--- src/rtl/keccak_readout_seq.sv ---
// Streams a captured 512-bit Keccak digest as 32-bit words over valid/ready,
// sequencing the external 512-to-32 word divider through div_num/div_en.
module keccak_readout_seq #(
    parameter int NUM_WORDS = 16,
    parameter int WORD_W    = 32,
    parameter int DIG_W     = 512
) (
    input  logic              clk,
    input  logic              rst,
    input  logic              dig_valid,
    input  logic [DIG_W-1:0]  dig_in,
    output logic              dig_ack,
    input  logic              start,
    input  logic [4:0]        rd_len,
    input  logic              abort,
    output logic [DIG_W-1:0]  div_in512,
    output logic [5:0]        div_num,
    output logic              div_en,
    input  logic [WORD_W-1:0] div_word,
    output logic [WORD_W-1:0] out_data,
    output logic              out_valid,
    input  logic              out_ready,
    output logic              busy,
    output logic              done
);

    typedef enum logic [1:0] {
        S_IDLE   = 2'd0,
        S_LOADED = 2'd1,
        S_STREAM = 2'd2
    } state_t;

    localparam logic [4:0] MAX_LEN = 5'(NUM_WORDS);

    state_t              state_q, state_d;
    logic [DIG_W-1:0]    buf_q, buf_d;
    logic [WORD_W-1:0]   out_data_q, out_data_d;
    logic                out_valid_q, out_valid_d;
    logic [3:0]          idx_q, idx_d;
    logic [4:0]          len_q, len_d;
    logic [4:0]          ld_cnt_q, ld_cnt_d;
    logic [4:0]          acc_cnt_q, acc_cnt_d;
    logic                dig_ack_q, dig_ack_d;
    logic                done_q, done_d;
    logic                busy_q, busy_d;
    logic                div_en_q, div_en_d;
    logic                accept_s;

    assign accept_s = out_valid_q && out_ready;

    // Next-state and datapath decisions; abort outranks everything else.
    always_comb begin
        state_d     = state_q;
        buf_d       = buf_q;
        out_data_d  = out_data_q;
        out_valid_d = out_valid_q;
        idx_d       = idx_q;
        len_d       = len_q;
        ld_cnt_d    = ld_cnt_q;
        acc_cnt_d   = acc_cnt_q;
        dig_ack_d   = 1'b0;
        done_d      = 1'b0;
        case (state_q)
            S_IDLE: begin
                idx_d = 4'd0;
                if (abort) begin
                    state_d = S_IDLE;
                end else if (dig_valid) begin
                    buf_d     = dig_in;
                    dig_ack_d = 1'b1;
                    state_d   = S_LOADED;
                end else begin
                    state_d = S_IDLE;
                end
            end
            S_LOADED: begin
                if (abort) begin
                    state_d = S_IDLE;
                end else if (start) begin
                    len_d     = (rd_len == 5'd0 || rd_len > MAX_LEN) ? MAX_LEN : rd_len;
                    ld_cnt_d  = 5'd0;
                    acc_cnt_d = 5'd0;
                    idx_d     = 4'd0;
                    state_d   = S_STREAM;
                end else begin
                    state_d = S_LOADED;
                end
            end
            S_STREAM: begin
                if (abort) begin
                    out_valid_d = 1'b0;
                    idx_d       = 4'd0;
                    state_d     = S_IDLE;
                end else if (accept_s && (acc_cnt_q == len_q - 5'd1)) begin
                    out_valid_d = 1'b0;
                    done_d      = 1'b1;
                    idx_d       = 4'd0;
                    state_d     = S_IDLE;
                end else begin
                    if (accept_s) begin
                        acc_cnt_d = acc_cnt_q + 5'd1;
                    end else begin
                        acc_cnt_d = acc_cnt_q;
                    end
                    if ((!out_valid_q || out_ready) && (ld_cnt_q < len_q)) begin
                        out_data_d  = div_word;
                        out_valid_d = 1'b1;
                        ld_cnt_d    = ld_cnt_q + 5'd1;
                        // Stop advancing on the final load so the index never passes len-1.
                        if ((ld_cnt_q + 5'd1) < len_q) begin
                            idx_d = idx_q + 4'd1;
                        end else begin
                            idx_d = idx_q;
                        end
                    end else if (accept_s) begin
                        out_valid_d = 1'b0;
                    end else begin
                        out_valid_d = out_valid_q;
                    end
                end
            end
            default: begin
                out_valid_d = 1'b0;
                idx_d       = 4'd0;
                state_d     = S_IDLE;
            end
        endcase
        busy_d   = (state_d != S_IDLE);
        div_en_d = (state_d == S_STREAM);
    end

    // State and output registers.
    always_ff @(posedge clk or posedge rst) begin
        if (rst) begin
            state_q     <= S_IDLE;
            buf_q       <= '0;
            out_data_q  <= '0;
            out_valid_q <= 1'b0;
            idx_q       <= 4'd0;
            len_q       <= 5'd0;
            ld_cnt_q    <= 5'd0;
            acc_cnt_q   <= 5'd0;
            dig_ack_q   <= 1'b0;
            done_q      <= 1'b0;
            busy_q      <= 1'b0;
            div_en_q    <= 1'b0;
        end else begin
            state_q     <= state_d;
            buf_q       <= buf_d;
            out_data_q  <= out_data_d;
            out_valid_q <= out_valid_d;
            idx_q       <= idx_d;
            len_q       <= len_d;
            ld_cnt_q    <= ld_cnt_d;
            acc_cnt_q   <= acc_cnt_d;
            dig_ack_q   <= dig_ack_d;
            done_q      <= done_d;
            busy_q      <= busy_d;
            div_en_q    <= div_en_d;
        end
    end

    assign div_in512 = buf_q;
    assign div_num   = {2'b00, idx_q};
    assign div_en    = div_en_q;
    assign out_data  = out_data_q;
    assign out_valid = out_valid_q;
    assign dig_ack   = dig_ack_q;
    assign done      = done_q;
    assign busy      = busy_q;

endmodule
--- config.mk ---
export PLATFORM = sky130hd
export DESIGN_NAME = keccak_readout_seq
export DESIGN_NICKNAME = d
export VERILOG_FILES = /design/src/rtl/keccak_readout_seq.sv
export SDC_FILE = /design/constraint.sdc
export NUM_CORES = 1
export LEC_CHECK = 0
export CAP_MARGIN = 10
export CORE_AREA = 2 2 430 432
export CTS_BUF_LIST = sky130_fd_sc_hd__clkbuf_8
export DETAILED_ROUTE_END_ITERATION = 7
export DIE_AREA = 0 0 432 434
export PLACE_DENSITY_LB_ADDON = 0.05
export SYNTH_ARGS = -nofsm -noshare
export SYNTH_HDL_FRONTEND = slang
export SYNTH_SLANG_ARGS = --single-unit
--- constraint.sdc ---
create_clock -name clk -period 45.4 [get_ports clk]
set_input_delay 13.62 -clock clk [delete_from_list [all_inputs] [get_ports clk]]
set_output_delay 13.62 -clock clk [all_outputs]
set_load 0.02 [all_outputs]
==> results.md <==
- The run finished with clean final reports.
- The detailed router placed 16167 vias in this run.
- The detailed-route wire length is 112000 µm.
- The cell that appears most often on the critical path is sky130_fd_sc_hd__buf_4.
- Counting both buffers and inverters, the worst setup path holds a total of 4.
- The pin count of the biggest net entering global routing is 150.
- The latest clock arrival within the worst-skew pair is 860 ps.
- In this run the number of H-tree levels came out at 4.
- The combined global-route utilization of all metal layers is 0.116.
- The area of the die is 187000 µm².
- The count of maximum capacitance violations is 0.
- The critical path starts at abort.
- For this design, the sink count on the clock tree is 570.
- Setup violations remaining at the end of the flow were counted as 0.
- In this run, post-CTS hold repair placed 0 buffers.
- Of the synthesized area, sequential elements account for 0.655.
- The slew of the pin with the lowest slew margin is 1060 ps.
- The leftover overflow at the end of global routing is 0.
- The data required time at the worst endpoint is 46110 ps.
- Once the clock tree was built, the resizer swapped 0 gates to a different size.
- Dividing the detail-routed via count by the number of cells gives 3.23.
- The termination of the worst setup path is div_in512[356]$_DFFE_PP0P_.
- The detailed placement HPWL is 86700 µm.
- The critical path capture point type is a flip-flop.
- The total area inside the core boundary comes to 182000 µm².
- The remaining antenna violation count is 0.
- The number of synthesized register bits is 570.
- The setup fix buffers added after clock tree synthesis is 0.
- STA classifies the critical path startpoint as an input port.
- In this run the critical register-to-register path is launched from state_q[0]$_DFF_PP0_.
- The final number of hold-violating endpoints was 0.
- The worst reg2reg path depth is 6.
- The starting density of the core is 0.119.
- The smallest hold slack is 500 ps.
- In this run the tightest slew margin relative to its limit is 0.291.
- The Yosys step of the flow raised 0 warnings.
- Derived from the worst setup path, the maximum achievable clock frequency is 0.0599 GHz.
- In this design, the stage delay of the slowest critical-path cell is 770 ps.
- For this run, asynchronously set or reset flops after synthesis account for 1.00.
- The number of input and output port buffers inserted is 1107.
- The final core utilization is 0.210.
- The clock edge transition at the registers on the reported setup and hold paths is 50 ps.
- The capturing point of the worst reg2reg path is div_in512[356]$_DFFE_PP0P_.
- The initial antenna violation count is 56.
- Summing every instance area after synthesis gives 21800 µm².
- TritonCTS created 133 clock buffers.
- The number of synthesized flops with an enable pin is 0.
- The final max-slew violation count came to 0.
- For this run, the detailed router's first-pass iteration total came to 4.
- The kind of cell adding the most delay to the critical path is buffers and inverters.
- The final critical delay including setup and external delays is 16690 ps.
- Setup repair after global routing left no endpoint under its margin.
- The maximum fanout along the worst path is 128.
- The arrival time of data at the critical path endpoint is 17400 ps.
- The count of routing violations after the opening detailed-route iteration is 467.
- The floorplan step set the die width to 432 µm.
- The die is 434 µm tall.
- The longest clock path from root to sink contains 3 buffers.
- The buffer type at the clock tree root is sky130_fd_sc_hd__clkbuf_8.
- In this run the worst hold path is classified as flip-flop to flip-flop.
- The DRC violation count after routing is 0.
- The class of the most critical setup path is input port to flip-flop.
- The clock tree from TritonCTS is built.
- For this run, the leading register cell type out of synthesis is sky130_fd_sc_hd__dfrtp_1.
- Setup total negative slack on the finished layout was measured at 0 ps.
- The total stage count of the critical path is 6.
- The number of global-route vias before repair came to 17600.
- A synthesized cell averages 16.5 µm².
- In the final routed layout, each cell accounts on average for 22.4 µm.
- Dividing total power by cell area gives a power density of 50.9 nW/µm².
- The number of primary I/O pins is 1110.
- In the finished design, the share of the clock period the worst path needs comes to 0.368.
- The number of distinct library cells after synthesis is 47.
- The setup skew after layout is 38.8 ps.
- The first global-routing pass estimated 151000 µm of wire.
- For this design, the slowest cell found on the critical path is sky130_fd_sc_hd__buf_4.
- The post-synthesis instance total is 1320.
- Across the VDD grid, the largest voltage drop is 0.0259 mV.
- Relative to the synthesized area, the layout overhead comes to 75.6%.
- The congestion estimate from routability-driven global placement came to 0.752.
- The analysis attributes to cell leakage a power of 0.0153 µW.
- The share of cells above drive strength 1 is 0.286.
- The internal reg-to-reg setup slack is 41490 ps.
- The total number of placement rows is 157.
- In the final design database the tool counted 3078 nets.
- Walking the worst path, the cells encountered are clkdlybuf4s50_1, nor3_2, buf_4, buf_12, buf_4, mux2_2.
==> sequential cells by signal (all words and copies together), names as in the netlist <==
| signal | flops |
|---|---|
| idx_q | 4 |
| out_valid | 1 |
| dig_ack | 1 |
| done | 1 |
| state_q | 2 |
| div_en | 1 |
| acc_cnt_q | 5 |
| busy | 1 |
| div_in512 | 512 |
| ld_cnt_q | 5 |
| len_q | 5 |
| out_data | 32 |
==> through the flow <==
stage	worst slack, ps	area [µm²]	cells	total power (µW)
detailed placement	27740	35700	4760	1380
finish	28710	38200	5002	1950
global route	28590	38200	4998	2060
CTS	28720	38200	4989	2010
floorplan	15840	21800	1321	989
global placement	27780	35700	4760	1380
==> synth_stat cells (all sizes together) (2+ instances only) <==
library cell,instances,area share
mux2,545,0.29
dfrtp,570,0.65
buf,61,0.015
a211o,2,0.00080
clkbuf,6,0.0010
mux2i,4,0.0018
nand2b,7,0.0020
a21oi,6,0.0014
o21ai,14,0.0034
xnor2,6,0.0024
o211ai,2,0.0013
nand3,11,0.0025
xor2,3,0.0012
nor2b,5,0.0014
ha,13,0.0075
inv,11,0.0019
nor2,3,0.00052
nor3,5,0.0011
nand2,24,0.0041
==> power breakdown <==
| part | internal, µW | switching (µW) |
|---|---|---|
| Sequential | 627 | 65.6 |
| Combinational | 342 | 324 |
| Clock | 324 | 264 |
| Total | 1290 | 653 |
==> layout make-up <==
| class | count | area (µm²) |
|---|---|---|
| sequential | 570 | 14300 |
| clock inverter | 64 | 284 |
| inverter | 11 | 48.8 |
| timing repair buffer | 1121 | 11200 |
| tap | 2385 | 2980 |
| antenna | 13 | 32.5 |
| fill | 19493 | 144000 |
| multi-input combinational | 673 | 7130 |
| clock buffer | 165 | 2270 |
==> layout by cell type (no fill, tap or decap), types with 5 or more instances in the layout <==
cell,Yosys,final
sky130_fd_sc_hd__clkdlybuf4s50_1,0,1107
sky130_fd_sc_hd__dfrtp_1,570,570
sky130_fd_sc_hd__mux2_2,516,516
sky130_fd_sc_hd__clkbuf_8,0,165
sky130_fd_sc_hd__inv_1,11,62
sky130_fd_sc_hd__mux2_4,29,29
sky130_fd_sc_hd__nand2_1,24,24
sky130_fd_sc_hd__diode_2,0,13
sky130_fd_sc_hd__ha_1,13,13
sky130_fd_sc_hd__o21ai_0,12,12
sky130_fd_sc_hd__nand3_1,11,11
sky130_fd_sc_hd__buf_4,4,10
sky130_fd_sc_hd__nand2b_1,7,7
sky130_fd_sc_hd__xnor2_1,6,6
sky130_fd_sc_hd__a21oi_1,6,6
sky130_fd_sc_hd__nor2b_1,5,5
==> logic make-up after synthesis <==
family,share of synthesized area
adders and majority gates,0.00747
other,0.000172
and+or+nand+nor,0.0159
buffers and inverters,0.0183
DFF,0.655
muxes,0.289
AOI/OAI and AO/OA,0.0112
xor gates and xnor gates,0.00362
==> per-layer routing <==
layer	global-route usage	vias to the layer above	wire length (µm)
met5	0	-	210
met4	0.0355	34	2790
met3	0.0541	231	10600
met2	0.210	716	59300
met1	0.117	8097	39200
li1	-	7089	-
==> worst min-delay path by stage <==
stage                                           from                    endpoint  slack (ps)  cells past startpoint
after detailed placement    out_data[24]$_DFFE_PP0P_    out_data[24]$_DFFE_PP0P_         490                      1
after floorplan             acc_cnt_q[4]$_DFFE_PP0P_    acc_cnt_q[4]$_DFFE_PP0P_         470                      1
final                     div_in512[423]$_DFFE_PP0P_  div_in512[423]$_DFFE_PP0P_         500                      1
after CTS                 div_in512[177]$_DFFE_PP0P_  div_in512[177]$_DFFE_PP0P_         510                      1
after global placement     div_in512[89]$_DFFE_PP0P_   div_in512[89]$_DFFE_PP0P_         490                      1
after global routing      div_in512[345]$_DFFE_PP0P_  div_in512[345]$_DFFE_PP0P_         510                      1
(Power assumes the default switching activity.)
